==> src/rtl/slave_out_port.sv <==
// slave_out_port: slave-side serial read-data transmitter.
// Fetches parallel words from local memory and shifts them out LSB-first
// on tx_data, qualified by slave_valid and throttled by master_ready.
// A bit is consumed on every rising edge where slave_valid and master_ready
// are both high. All outputs come straight from flops.
module slave_out_port #(
  parameter int burst_len = 12,
  parameter int data_len  = 8
) (
  input  logic                 clk,
  input  logic                 reset,
  input  logic                 start,
  input  logic [1:0]           instruction,
  input  logic [burst_len-1:0] burst_num,
  input  logic [data_len-1:0]  data,
  input  logic                 data_valid,
  output logic                 data_req,
  output logic                 tx_data,
  output logic                 slave_valid,
  input  logic                 master_ready,
  output logic                 tx_done,
  output logic                 busy
);

  localparam int CW = $clog2(data_len + 1);
  localparam logic [1:0] INSTR_READ = 2'b11;

  typedef enum logic [2:0] {
    IDLE,
    FETCH,
    WAIT_RDY,
    SEND,
    DONE
  } state_t;

  state_t               state_q, state_d;
  logic [burst_len-1:0] words_left_q, words_left_d;
  logic [data_len-1:0]  shift_q, shift_d;
  logic [CW-1:0]        bit_cnt_q, bit_cnt_d;
  logic                 data_req_q, data_req_d;
  logic                 tx_data_q, tx_data_d;
  logic                 slave_valid_q, slave_valid_d;
  logic                 tx_done_q, tx_done_d;
  logic                 busy_q, busy_d;

  // Next-state, datapath and registered-output computation.
  // SEND spends its first cycle presenting shift[0]; from then on each
  // accepted bit advances the shifter and the next bit is presented.
  always_comb begin
    state_d       = state_q;
    words_left_d  = words_left_q;
    shift_d       = shift_q;
    bit_cnt_d     = bit_cnt_q;
    slave_valid_d = 1'b0;
    tx_data_d     = 1'b0;

    case (state_q)
      IDLE: begin
        if (start && instruction == INSTR_READ) begin
          words_left_d = (burst_num == '0) ? burst_len'(1) : burst_num;
          state_d      = FETCH;
        end
      end
      FETCH: begin
        if (data_valid) begin
          shift_d   = data;
          bit_cnt_d = '0;
          state_d   = master_ready ? SEND : WAIT_RDY;
        end
      end
      WAIT_RDY: begin
        if (master_ready) state_d = SEND;
      end
      SEND: begin
        if (!slave_valid_q) begin
          slave_valid_d = 1'b1;
          tx_data_d     = shift_q[0];
        end else if (master_ready) begin
          shift_d   = shift_q >> 1;
          bit_cnt_d = bit_cnt_q + 1'b1;
          if (bit_cnt_q == CW'(data_len - 1)) begin
            // last bit of this word accepted: drop valid for the gap
            if (words_left_q > burst_len'(1)) begin
              words_left_d = words_left_q - 1'b1;
              state_d      = FETCH;
            end else begin
              state_d = DONE;
            end
          end else begin
            slave_valid_d = 1'b1;
            tx_data_d     = shift_q[1];
          end
        end else begin
          // stall: keep presenting the same bit
          slave_valid_d = 1'b1;
          tx_data_d     = tx_data_q;
        end
      end
      DONE: begin
        state_d = IDLE;
      end
      default: begin
        state_d = IDLE;
      end
    endcase

    data_req_d = (state_d == FETCH);
    tx_done_d  = (state_d == DONE);
    busy_d     = (state_d != IDLE);
  end

  // State and output registers with synchronous reset (aborts any transfer).
  always_ff @(posedge clk) begin
    if (reset) begin
      state_q       <= IDLE;
      words_left_q  <= '0;
      shift_q       <= '0;
      bit_cnt_q     <= '0;
      data_req_q    <= 1'b0;
      tx_data_q     <= 1'b0;
      slave_valid_q <= 1'b0;
      tx_done_q     <= 1'b0;
      busy_q        <= 1'b0;
    end else begin
      state_q       <= state_d;
      words_left_q  <= words_left_d;
      shift_q       <= shift_d;
      bit_cnt_q     <= bit_cnt_d;
      data_req_q    <= data_req_d;
      tx_data_q     <= tx_data_d;
      slave_valid_q <= slave_valid_d;
      tx_done_q     <= tx_done_d;
      busy_q        <= busy_d;
    end
  end

  assign data_req    = data_req_q;
  assign tx_data     = tx_data_q;
  assign slave_valid = slave_valid_q;
  assign tx_done     = tx_done_q;
  assign busy        = busy_q;

endmodule
==> config.mk <==
export PLATFORM = sky130hd
export DESIGN_NAME = slave_out_port
export DESIGN_NICKNAME = d
export VERILOG_FILES = /design/src/rtl/slave_out_port.sv
export SDC_FILE = /design/constraint.sdc
export NUM_CORES = 1
export LEC_CHECK = 0
export ABC_AREA = 1
export CAP_MARGIN = 5
export CORE_ASPECT_RATIO = 1.5
export CORE_MARGIN = 5
export CORE_UTILIZATION = 53
export DETAILED_ROUTE_END_ITERATION = 6
export PLACE_DENSITY_LB_ADDON = 0.08
export SLEW_MARGIN = 20
export SYNTH_ARGS = -nofsm -noshare
export SYNTH_HDL_FRONTEND = slang
export SYNTH_SLANG_ARGS = --single-unit
==> constraint.sdc <==
create_clock -name clk -period 1.9 [get_ports clk]
set_clock_uncertainty 0.15 [all_clocks]
set_input_delay 0.285 -clock clk [delete_from_list [all_inputs] [get_ports clk]]
set_output_delay 0.285 -clock clk [all_outputs]
set_load 0.01 [all_outputs]
# == Word-level counts from Yosys, hierarchy flattened ==
# Index checks and enable logic that the tools add are counted.
# totals
input_bits,27
register_bits,32
out_inout_bits,5
# classes
bitwise_logic,1
eq_ne,14
order_cmp,1
addsub,2
reduce_logical,9
muxes,30
# ops
operator,count
2-to-1 mux 12 bit,6
2-to-1 mux 8 bit,3
case mux 12 bit (2 select lines),1
2-to-1 mux 3 bit,7
case mux 8 bit (2 select lines),1
"inequality test 2 bit, second input constant",7
"> comparator 12 x 1 -> 1 bit, second input constant",1
zero test 12 bit,1
2-to-1 mux 4 bit,3
case mux 3 bit (4 select lines),1
"subtractor 12 x 1 -> 12 bit, second input constant",1
case mux 4 bit (2 select lines),1
2-to-1 mux 1 bit,7
"== test 3 x 1 -> 1 bit, second input constant",2
"== test 3 x 2 -> 1 bit, second input constant",2
AND reduction 6 bit,1
"adder 4 x 1 -> 4 bit, second input constant",1
"== test 4 x 3 -> 1 bit, second input constant",1
AND reduction 4 bit,1
nonzero test 2 bit,2
"== test 3 bit, second input constant",1
zero test 3 bit,1
nonzero test 3 bit,1
"== test 2 bit, second input constant",1
3 further kinds,3

# == Longest topological paths before layout ==
# depth
depth_word,7
ltp_mapped,12
depth_no_buf,11

# == Worst setup path after synthesis ==
# Ideal clock, no wire load.
# synth_timing
kind,register to register
from,reg bit_cnt_q[0]
to,reg words_left_q[1]
arrival_ns,1.362
path_buffers,1
path_stages_with_launch,11
path_slack_ns,0.275
synth_period_minus_slack_ns,1.625
setup_ns,0.113
path_cell_list,dfxtp_1 > ha_1 > nand2_1 > or2_4 > nor2_8 > nor2_4 > clkinv_4 > nand2_4 > buf_8 > o21ai_1 > nor2_1
# synth_via
elab_chain_cells,3
# synth_rtl
element,line,rtl
"start, declared",39,"logic [CW-1:0] bit_cnt_q, bit_cnt_d;"
"start signal, assigned",128,bit_cnt_q <= bit_cnt_d;
== test 4 x 3 -> 1 bit,81,if (bit_cnt_q == CW'(data_len - 1)) begin
inequality test 2 bit (no source line),-,
AND reduction 6 bit (no source line),-,
"end signal, assigned",126,words_left_q <= words_left_d;
"end, declared",37,"logic [burst_len-1:0] words_left_q, words_left_d;"
# Every way passes these cells.
# A chain may end at the register's enable or synchronous reset.

# == Final worst setup path ==
# layout_timing
from,reg bit_cnt_q[0]
to,reg words_left_q[7]
# The elaborated chain is that of the path after synthesis.

==> impl_metrics.py <==
metrics = {
    "synth": {
        "ys_top_cells_by_area": "dfxtp_1 (34%), nand2_1 (17%), nor2_1 (6.9%), o21ai_0 (5.2%), nand3_1 (5.0%)",
        "synth_flop_cell": "dfxtp_1",
        "avgSynthCellArea_sq_um": 6.73,
        "yosysTopAreaCell": "dfxtp_1",
        "syn-num-nets": 314,
        "synth_common_cells": "nand2_1 (85), nor2_1 (35), dfxtp_1 (32), inv_1 (23), o21ai_0 (20)",
        "yosysSeqAreaShare": 0.335,
        "ys_warn_count": 0,
        "post-synth-top-count-cell": "nand2_1",
        "synth.cell_area_sq_um": 1910,
        "synth-seq-cells": 32,
        "synth_edf_count": 0,
        "ys_types": 35,
        "synthCells": 284,
        "synth_top_area_share": 0.335,
        "async_reset_ff_frac": 0,
    },
    "grt": {
        "grt_pass1_wl_microns": 8010,
        "grt_start_max_net_pins": 22,
        "overflow": 0,
        "first_global_vias": 1885,
        "grt_antenna_before_repair": 0,
        "track_usage": 0.208,
    },
    "detailed_routing": {
        "dr.pass1.iters": 4,
        "drtIter0Drc": 85,
        "drtAntennaViolNets": 0,
        "drt-wirelength-per-cell_microns": 12.7,
        "via_per_inst": 5.25,
        "routed_wl_microns": 4700,
        "drcViolationCount": 0,
        "dr_total_vias": 1936,
    },
    "setup_path": {
        "crit_path_max_fanout": 6,
        "critPathKind": "flip-flop to flip-flop",
        "cp.arrival_ns": 1.78,
        "end_kind": "flip-flop",
        "r2r_setup_slack_ns": 0.15,
        "crit_path_start_kind": "flip-flop",
        "reg2reg_depth": 10,
        "cp_data_required_time_ns": 1.93,
    },
    "sta": {
        "tns_ns": 0,
        "period_needed_ns": 1.75,
        "post-route-period-util": 0.920,
        "relSlewSlack": 0.761,
        "final_max_slew_viol_count": 0,
        "rsz0062_at_grt": "no",
        "layout_setup_ws_ns": 0.153,
        "whs_ns": 0.318,
        "final-setup-viol-count": 0,
        "max_freq_mhz": 572,
        "hold_viol_final": 0,
        "worst_pin_slew_ns": 0.358,
    },
    "cells_and_area": {
        "fin_cells": 369,
        "drive_above_1_share": 0.156,
        "synthToLayoutAreaGrowth_pct": 27.6,
        "n_antenna_cell": 0,
        "ff_latch_area_sq_um": 641,
        "multi_input_area_sq_um": 1100,
        "nFillCells": 310,
        "fin_area_sq_um": 2440,
        "nets": 356,
    },
    "pwr": {
        "pwr-share-comb": 0.207,
        "p_leak_nw": 1.08,
        "pwr_density_cell_nw_per_um2": 710,
        "p_sw_w": 0.000481,
        "clockPowerShare": 0.372,
        "vdd_drop_max_mv": 0.490,
        "swShare": 0.278,
        "power.internal_w": 0.00125,
        "pwr-share-seq": 0.420,
    },
    "floorplan": {
        "top_level_ports": 32,
        "start_util": 0.554,
        "dieHeight_microns": 83.5,
        "die-area_sq_um": 4930,
        "std_cell_rows": 26,
        "fp.dieW_microns": 59.0,
        "coreArea_sq_um": 3450,
    },
    "placement": {
        "io_buffers": 31,
        "dpl.cell_count": 359,
        "post-place-ws_ns": 0.0307,
        "dp_hpwl_microns": 3610,
        "gp_congestion": 0.885,
        "place_area_sq_um": 2310,
    },
    "clocking": {
        "ctsResizeCount": 0,
        "clk_pin_slew_worst_paths_ns": 0.07,
        "ctsHoldBuffers": 0,
        "insertion_delay_ns": 0.28,
        "clock_path_buffers": 2,
        "clock-sinks": 32,
        "cts_tree": "built",
        "cts_root_buf": "clkbuf_8",
        "cts_made_buffers": 5,
        "htreeDepth": 2,
    },
    "status": {
        "status": "finished, final reports clean",
    },
    "job": {
        "drv_cap": 0,
    },
    "min_path": {
        "hold_class": "flip-flop to flip-flop",
        "hold_depth": 2,
    },
}
## metal layers
layer	track usage	vias to the layer above	wire length, microns
li1	-	1001	-
met1	0.209	889	1830
met2	0.393	35	2560
met3	0.0372	11	164
met4	0.0887	0	138
met5	0	-	0
## registers in the layout, indices dropped and copies added (netlist names)
register / cells
words_left_q: 12
shift_q: 8
bit_cnt_q: 4
state_q: 3
busy: 1
data_req: 1
slave_valid: 1
tx_data: 1
tx_done: 1
## cell type report
class                      count  area share
tap                           42      0.0216
clock inverter                 3      0.0175
multi-input combinational    216       0.450
sequential                    32       0.263
clock buffer                   5      0.0282
inverter                      28      0.0452
timing repair buffer          43       0.175
## cells in the final DEF (no fill, tap or decap), types with 2 or more instances in the layout
master,count
nand2_1,85
nor2_1,35
dfxtp_1,32
clkdlybuf4s50_1,31
inv_1,23
o21ai_0,20
nand3_1,19
buf_4,10
a31oi_1,9
nor3_1,8
nand2_2,7
a21oi_1,5
clkbuf_8,5
inv_2,4
nand2_4,4
a21oi_2,4
nor2_2,3
ha_1,3
buf_12,2
## repair_timing
action                                  in CTS  in global routing
hold endpoints to repair                     0                  0
endpoints found under the setup margin       0                  1
buffers inserted                             0                  2
## power groups by stage
stage                     sequential, W  clock, W  combinational (W)
final                          0.000728  0.000645           0.000359
after global routing           0.000732  0.000686           0.000404
after CTS                      0.000727  0.000656           0.000356
after detailed placement       0.000742         0           0.000354
after global placement         0.000742         0           0.000348
after floorplan                0.000740         0           0.000222
## per-stage QoR
step	total power (W)	utilization
floorplan	0.000962	-
global placement	0.00109	0.670
detailed placement	0.00110	0.670
CTS	0.00174	0.702
global route	0.00182	0.707
finish	0.00173	0.707
## logic make-up (layout without fill, tap and decap cells)
family / after synthesis / count (layout) / synth area share
xor gates and xnor gates: 1 / 1 / 0.00458
and+or+nand+nor: 168 / 168 / 0.408
buffers and inverters: 36 / 79 / 0.0904
adders and majority gates: 3 / 3 / 0.0196
AOI/OAI and AO/OA: 44 / 44 / 0.142
DFF: 32 / 32 / 0.335
## worst max-delay path: stages, from the launching register on
cell,delay [ns]
dfxtp_1,0.39
ha_1,0.19
nand2_1,0.07
or2_4,0.26
nor2_8,0.10
nor2_4,0.06
a21oi_4,0.11
buf_4,0.16
nand2_1,0.06
nand2_1,0.06
nor2_1,0.04
## worst paths after layout
kind                        startpoint                            to
max          bit_cnt_q[0]$_SDFFE_PP0P_  words_left_q[7]$_SDFFE_PP0P_
min reg2reg    shift_q[7]$_SDFFE_PP0P_       shift_q[7]$_SDFFE_PP0P_
max reg2reg  bit_cnt_q[0]$_SDFFE_PP0P_  words_left_q[7]$_SDFFE_PP0P_
min            shift_q[7]$_SDFFE_PP0P_       shift_q[7]$_SDFFE_PP0P_
No activity file was read; power rests on OpenSTA's default activity.
==> RTL change 1 (same flow settings) <==
Set the parameter `data_len` to 16 (it was 8).
--- a/src/rtl/slave_out_port.sv
+++ b/src/rtl/slave_out_port.sv
@@ -5,7 +5,7 @@
 // are both high. All outputs come straight from flops.
 module slave_out_port #(
   parameter int burst_len = 12,
-  parameter int data_len  = 8
+  parameter int data_len  = 16
 ) (
   input  logic                 clk,
   input  logic                 reset,
Interface: changed (resized data); port bits go from 32 to 40. No check against the original RTL was run, so the function may have changed too.
==> RTL change 1 against the original RTL <==
Fmax is 2.1% lower. Clock power is 13% higher. Area after synthesis is 12% higher. Wire length is 12% higher. Setup slack worse by 38 ps. Sequential cell count is 9 higher. Count of clock-buffer cells in the layout is 2 higher. Total power is 21% higher. Final area is 17% higher. Critical path type unchanged. Largest power group unchanged. Highest routed layer unchanged.
==> RTL change 1: results (changes against the original RTL) <==
{
  "power.internal": {"value": 0.00155, "unit": "W", "change": "+24%"},
  "largest_net_degree_at_the_start_of_global_routing": {"value": 29, "change": "+32%"},
  "final_layout_size_suffix_gt1_frac": {"value": 0.121, "change": "-0.0351"},
  "worst_hold_startpoint": "bit_cnt_q[1]$_SDFFE_PP0P_",
  "leakage": {"value": 1.28, "unit": "nW", "change": "+18%"},
  "r2r_slack": {"value": 110, "unit": "ps", "change": "-40 ps"},
  "crit_slowest_cell": "sky130_fd_sc_hd__dfxtp_2",
  "r2r-start": "bit_cnt_q[1]$_SDFFE_PP0P_",
  "run_status": "completed",
  "final_net_count": {"value": 427, "change": "+20%"},
  "critical_path.max_stage_delay": {"value": 340, "unit": "ps", "change": "-50 ps"},
  "timing.rr.end": "words_left_q[0]$_SDFFE_PP0P_",
  "grt_util_all_layers": {"value": 0.211, "change": "+0.00265"},
  "synth.top_cells.by_area": "sky130_fd_sc_hd__dfxtp_1 38%, sky130_fd_sc_hd__nand2_1 19%, sky130_fd_sc_hd__nor2_1 6.9%",
  "clkSinkCount": {"value": 41, "change": "+28%"},
  "syn-mean-instance-area": {"value": 6.39, "unit": "um2", "change": "-4.9%"},
  "detailedRoute.firstIterationViolations": {"value": 100, "change": "+18%"},
  "share_seq_of_total_power": {"value": 0.448, "change": "+0.028"},
  "worst_r2r_path_depth": {"value": 12, "change": "+2"},
  "finish.cell_count_without_fillers": {"value": 434, "change": "+18%"},
  "place_congestion": {"value": 0.860, "change": "-2.8%"},
  "dpl.hpwl": {"value": 3900, "unit": "um", "change": "+7.9%"},
  "grt_pass1_vias": {"value": 2123, "change": "+13%"},
  "hold_end": "bit_cnt_q[1]$_SDFFE_PP0P_",
  "route.vias.total": {"value": 2270, "change": "+17%"},
  "vdd_drop_max": {"value": 676, "unit": "uV", "change": "+38%"},
  "syn_nets": {"value": 373, "change": "+19%"},
  "timing.slew.headroom": {"value": 0.716, "change": "-0.0448"},
  "insertion_delay": {"value": 300, "unit": "ps", "change": "+20 ps"},
  "comb_cell_power": {"value": 0.000428, "unit": "W", "change": "+19%"},
  "share_of_the_yosys_chip_area_belonging_to_registers": {"value": 0.384, "change": "+0.0490"}
}
RTL change 1: per-layer routing:
metal  vias up  part of all wire  track usage
li1       1191                 -            -
met5         -                 0            0
met4         0             0.015       0.0695
met2        45              0.55        0.407
met1      1028              0.40        0.215
met3         6             0.036       0.0383
RTL change 1: worst reg2reg max path, stage by stage, from the launching register on:
cell	delay, ps
sky130_fd_sc_hd__dfxtp_2	340
sky130_fd_sc_hd__ha_2	170
sky130_fd_sc_hd__nand2_1	70
sky130_fd_sc_hd__nor2_1	120
sky130_fd_sc_hd__ha_2	180
sky130_fd_sc_hd__nand2_2	60
sky130_fd_sc_hd__nand2_2	100
sky130_fd_sc_hd__inv_2	40
sky130_fd_sc_hd__a21oi_2	160
sky130_fd_sc_hd__buf_6	150
sky130_fd_sc_hd__nand2_1	50
sky130_fd_sc_hd__nand2_1	50
sky130_fd_sc_hd__nor2_1	40
RTL change 1: stage by stage:
step / hold slack [ps] / cell area [um2] / power [W] / utilization / worst slack [ps]
after floorplan: 289 / 2140 / 0.00119 / - / 130
after global placement: 309 / 2690 / 0.00135 / 0.686 / 38.7
after detailed placement: 320 / 2690 / 0.00136 / 0.686 / -31.3
after CTS: 331 / 2810 / 0.00208 / 0.716 / 46.7
after global routing: 351 / 2860 / 0.00221 / 0.730 / -27.8
final: 323 / 2860 / 0.00209 / 0.730 / 115
RTL change 1: cell families after synthesis:
group / Yosys count / share of synthesized area
flops: 41 / 0.384
compound gates: 61 / 0.158
simple gates: 181 / 0.346
fa+ha+maj: 4 / 0.0234
buf+inv: 47 / 0.0885
RTL change 1: area by class of cell:
type,count,area (um2)
fillers,335,1060
well taps,45,56.3
flip-flops and latches,41,826
clock buffers,7,86.3
multi-input cells,246,1150
repair buffers,61,584
inverters,33,126
clock inverters,1,30.0
==> RTL change 2 (config.mk and constraints unchanged) <==
Made on the original files. Make the reset (`reset`) asynchronous in one clocked block. Comments in the files are not updated.
--- a/src/rtl/slave_out_port.sv
+++ b/src/rtl/slave_out_port.sv
@@ -110,7 +110,7 @@
   end
 
   // State and output registers with synchronous reset (aborts any transfer).
-  always_ff @(posedge clk) begin
+  always_ff @(posedge clk or posedge reset) begin
     if (reset) begin
       state_q       <= IDLE;
       words_left_q  <= '0;
Check against the original RTL: differs if reset is asserted again (counterexample within 4 cycles, from zero or initial values and one cycle with reset high); with reset held inactive, the same outputs for 10 cycles.
==> RTL change 2 against the original RTL <==
Sequential cell count stayed put. First-iteration DRC count is 9.4% lower. Final area is 1.2% lower. Area after synthesis is 0.98% lower. Non-clock buffer count is 2 lower. Setup slack worse by 6.3 ps. Worst hold slack worse by 90 ps. Wire length is 10% lower.
Power is not compared: it rests on default switching activity, and its combinational part moved more than twofold at a synthesized area within 25%.
==> RTL change 2: results (changes against the original RTL) <==
{
  "grt_first_pass_wirelength": {"value": 7470, "unit": "um", "change": "-6.7%"},
  "port_buffers": {"value": 31, "change": "unchanged"},
  "cts_max_path_buffers": {"value": 2, "change": "unchanged"},
  "grt_util_all_layers": {"value": 0.196, "change": "-0.0118"},
  "setup_ws": {"value": 147, "unit": "ps", "change": "-6.34 ps"},
  "gr-usage-met2": {"value": 0.346, "change": "-0.0473"},
  "dp.cells": {"value": 340, "change": "-5.3%"},
  "cp_data_arrival_time": {"value": 1820, "unit": "ps", "change": "+40 ps"},
  "final.hold.worst_slack": {"value": 227, "unit": "ps", "change": "-90.4 ps"},
  "run_status": "completed",
  "synth.top_cells.by_area": "sky130_fd_sc_hd__dfrtp_1 42%, sky130_fd_sc_hd__nand2_1 17%, sky130_fd_sc_hd__nor2_1 6.2%",
  "dpl.hpwl": {"value": 3240, "unit": "um", "change": "-10%"},
  "r2r-start": "words_left_q[0]$_DFFE_PP0P_",
  "detailedRoute.firstIterationViolations": {"value": 77, "change": "-9.4%"},
  "largest_net_degree_at_the_start_of_global_routing": {"value": 33, "change": "+50%"},
  "ctsHtreeMaxLevel": {"value": 2, "change": "unchanged"},
  "syn_inst": {"value": 263, "change": "-7.4%"},
  "grt_antenna_before_repair": {"value": 0, "change": "unchanged"},
  "synth_async_sr_flop_share": {"value": 1.00, "change": "+1.00"},
  "met3_track_utilization_from_global_routing": {"value": 0.0466, "change": "+0.00943"},
  "crit_slowest_cell": "sky130_fd_sc_hd__dfrtp_1",
  "synth_warn": {"value": 0, "change": "unchanged"},
  "timing.slew.headroom": {"value": 0.732, "change": "-0.0294"},
  "route.vias.total": {"value": 1755, "change": "-9.3%"},
  "place_congestion": {"value": 0.814, "change": "-8.1%"},
  "crit_type": "flop to flop",
  "largest_registers": "words_left_q: 12 flops, shift_q: 8 flops, bit_cnt_q: 4 flops",
  "crit_path_max_fanout": {"value": 3, "change": "-3"},
  "worst_hold_path_type": "input port to asynchronous set/reset pin",
  "syn_nets": {"value": 293, "change": "-6.7%"},
  "wirelength": {"value": 4220, "unit": "um", "change": "-10%"},
  "cpLargestDelayFamily": "simple AND/OR/NAND/NOR gates",
  "worst_r2r_path_depth": {"value": 11, "change": "+1"},
  "synth_cell_types": {"value": 27, "change": "-23%"},
  "timing.rr.end": "words_left_q[10]$_DFFE_PP0P_",
  "grt.met1_usage": {"value": 0.210, "change": "+0.000779"},
  "final_layout_size_suffix_gt1_frac": {"value": 0.0980, "change": "-0.0579"},
  "place_worst_setup_slack": {"value": 36.9, "unit": "ps", "change": "+6.19 ps"},
  "share_of_the_yosys_chip_area_belonging_to_registers": {"value": 0.423, "change": "+0.0880"},
  "finish.cell_count_without_fillers": {"value": 348, "change": "-5.7%"},
  "dpl-instance-area": {"value": 0.00229, "unit": "mm2", "change": "-0.92%"},
  "synth_top_cells_by_count": "84 x sky130_fd_sc_hd__nand2_1, 32 x sky130_fd_sc_hd__dfrtp_1, 31 x sky130_fd_sc_hd__nor2_1, 29 x sky130_fd_sc_hd__inv_1, 20 x sky130_fd_sc_hd__nand3_1"
}
## RTL change 2: cell types whose count changed after synthesis, moves of 5 or more
| cell | change |
|---|---|
| sky130_fd_sc_hd__a31oi_1 | -8 |
| sky130_fd_sc_hd__nand2_2 | -5 |
| sky130_fd_sc_hd__dfxtp_1 | -32 |
| sky130_fd_sc_hd__o211ai_1 | +6 |
| sky130_fd_sc_hd__inv_1 | +6 |
| sky130_fd_sc_hd__dfrtp_1 | +32 |
## RTL change 2: per-layer routing
metal | vias up | share of wire
met3 | 15 | 0.037
li1 | 925 | -
met4 | 0 | 0.036
met5 | - | 0
met2 | 30 | 0.52
met1 | 785 | 0.40
## RTL change 2: logic make-up (layout without fill, tap and decap cells)
family	after synthesis	count (layout)	share of synthesized area
AND/OR/NAND/NOR	155	155	0.361
buffers and inverters	38	81	0.0846
AO/OA/AOI/OAI	32	32	0.0959
flip-flops	32	32	0.423
adder cells (fa/ha/maj)	3	3	0.0198
multiplexers	2	2	0.0106
XOR/XNOR	1	1	0.00463
## RTL change 2: tightest hold or removal path, cell delays in order
cell and delay, ps:
sky130_fd_sc_hd__clkdlybuf4s50_1 390, sky130_fd_sc_hd__inv_1 50, sky130_fd_sc_hd__buf_4 350
## RTL change 2: layout make-up
cell class	instances	area (um2)
fill	303	1010
multi-input combinational	193	942
sequential	32	801
timing repair buffer	41	385
inverter	32	120
clock buffer	6	72.6
tap	42	52.6
clock inverter	2	35.0
## RTL change 2: power breakdown
part	total (W)	switching, W	internal (W)
logic	0.00199	0.00122	0.000772
clock network	0.000630	0.000242	0.000389
registers	0.00117	0.000199	0.000969
total	0.00379	0.00166	0.00213
## RTL change 2: timing repair
| action | 4_1_cts | 5_1_grt |
|---|---|---|
| setup endpoints to repair | 0 | 9 |
| resized for setup | 0 | 2 |
| hold buffers | 0 | 0 |
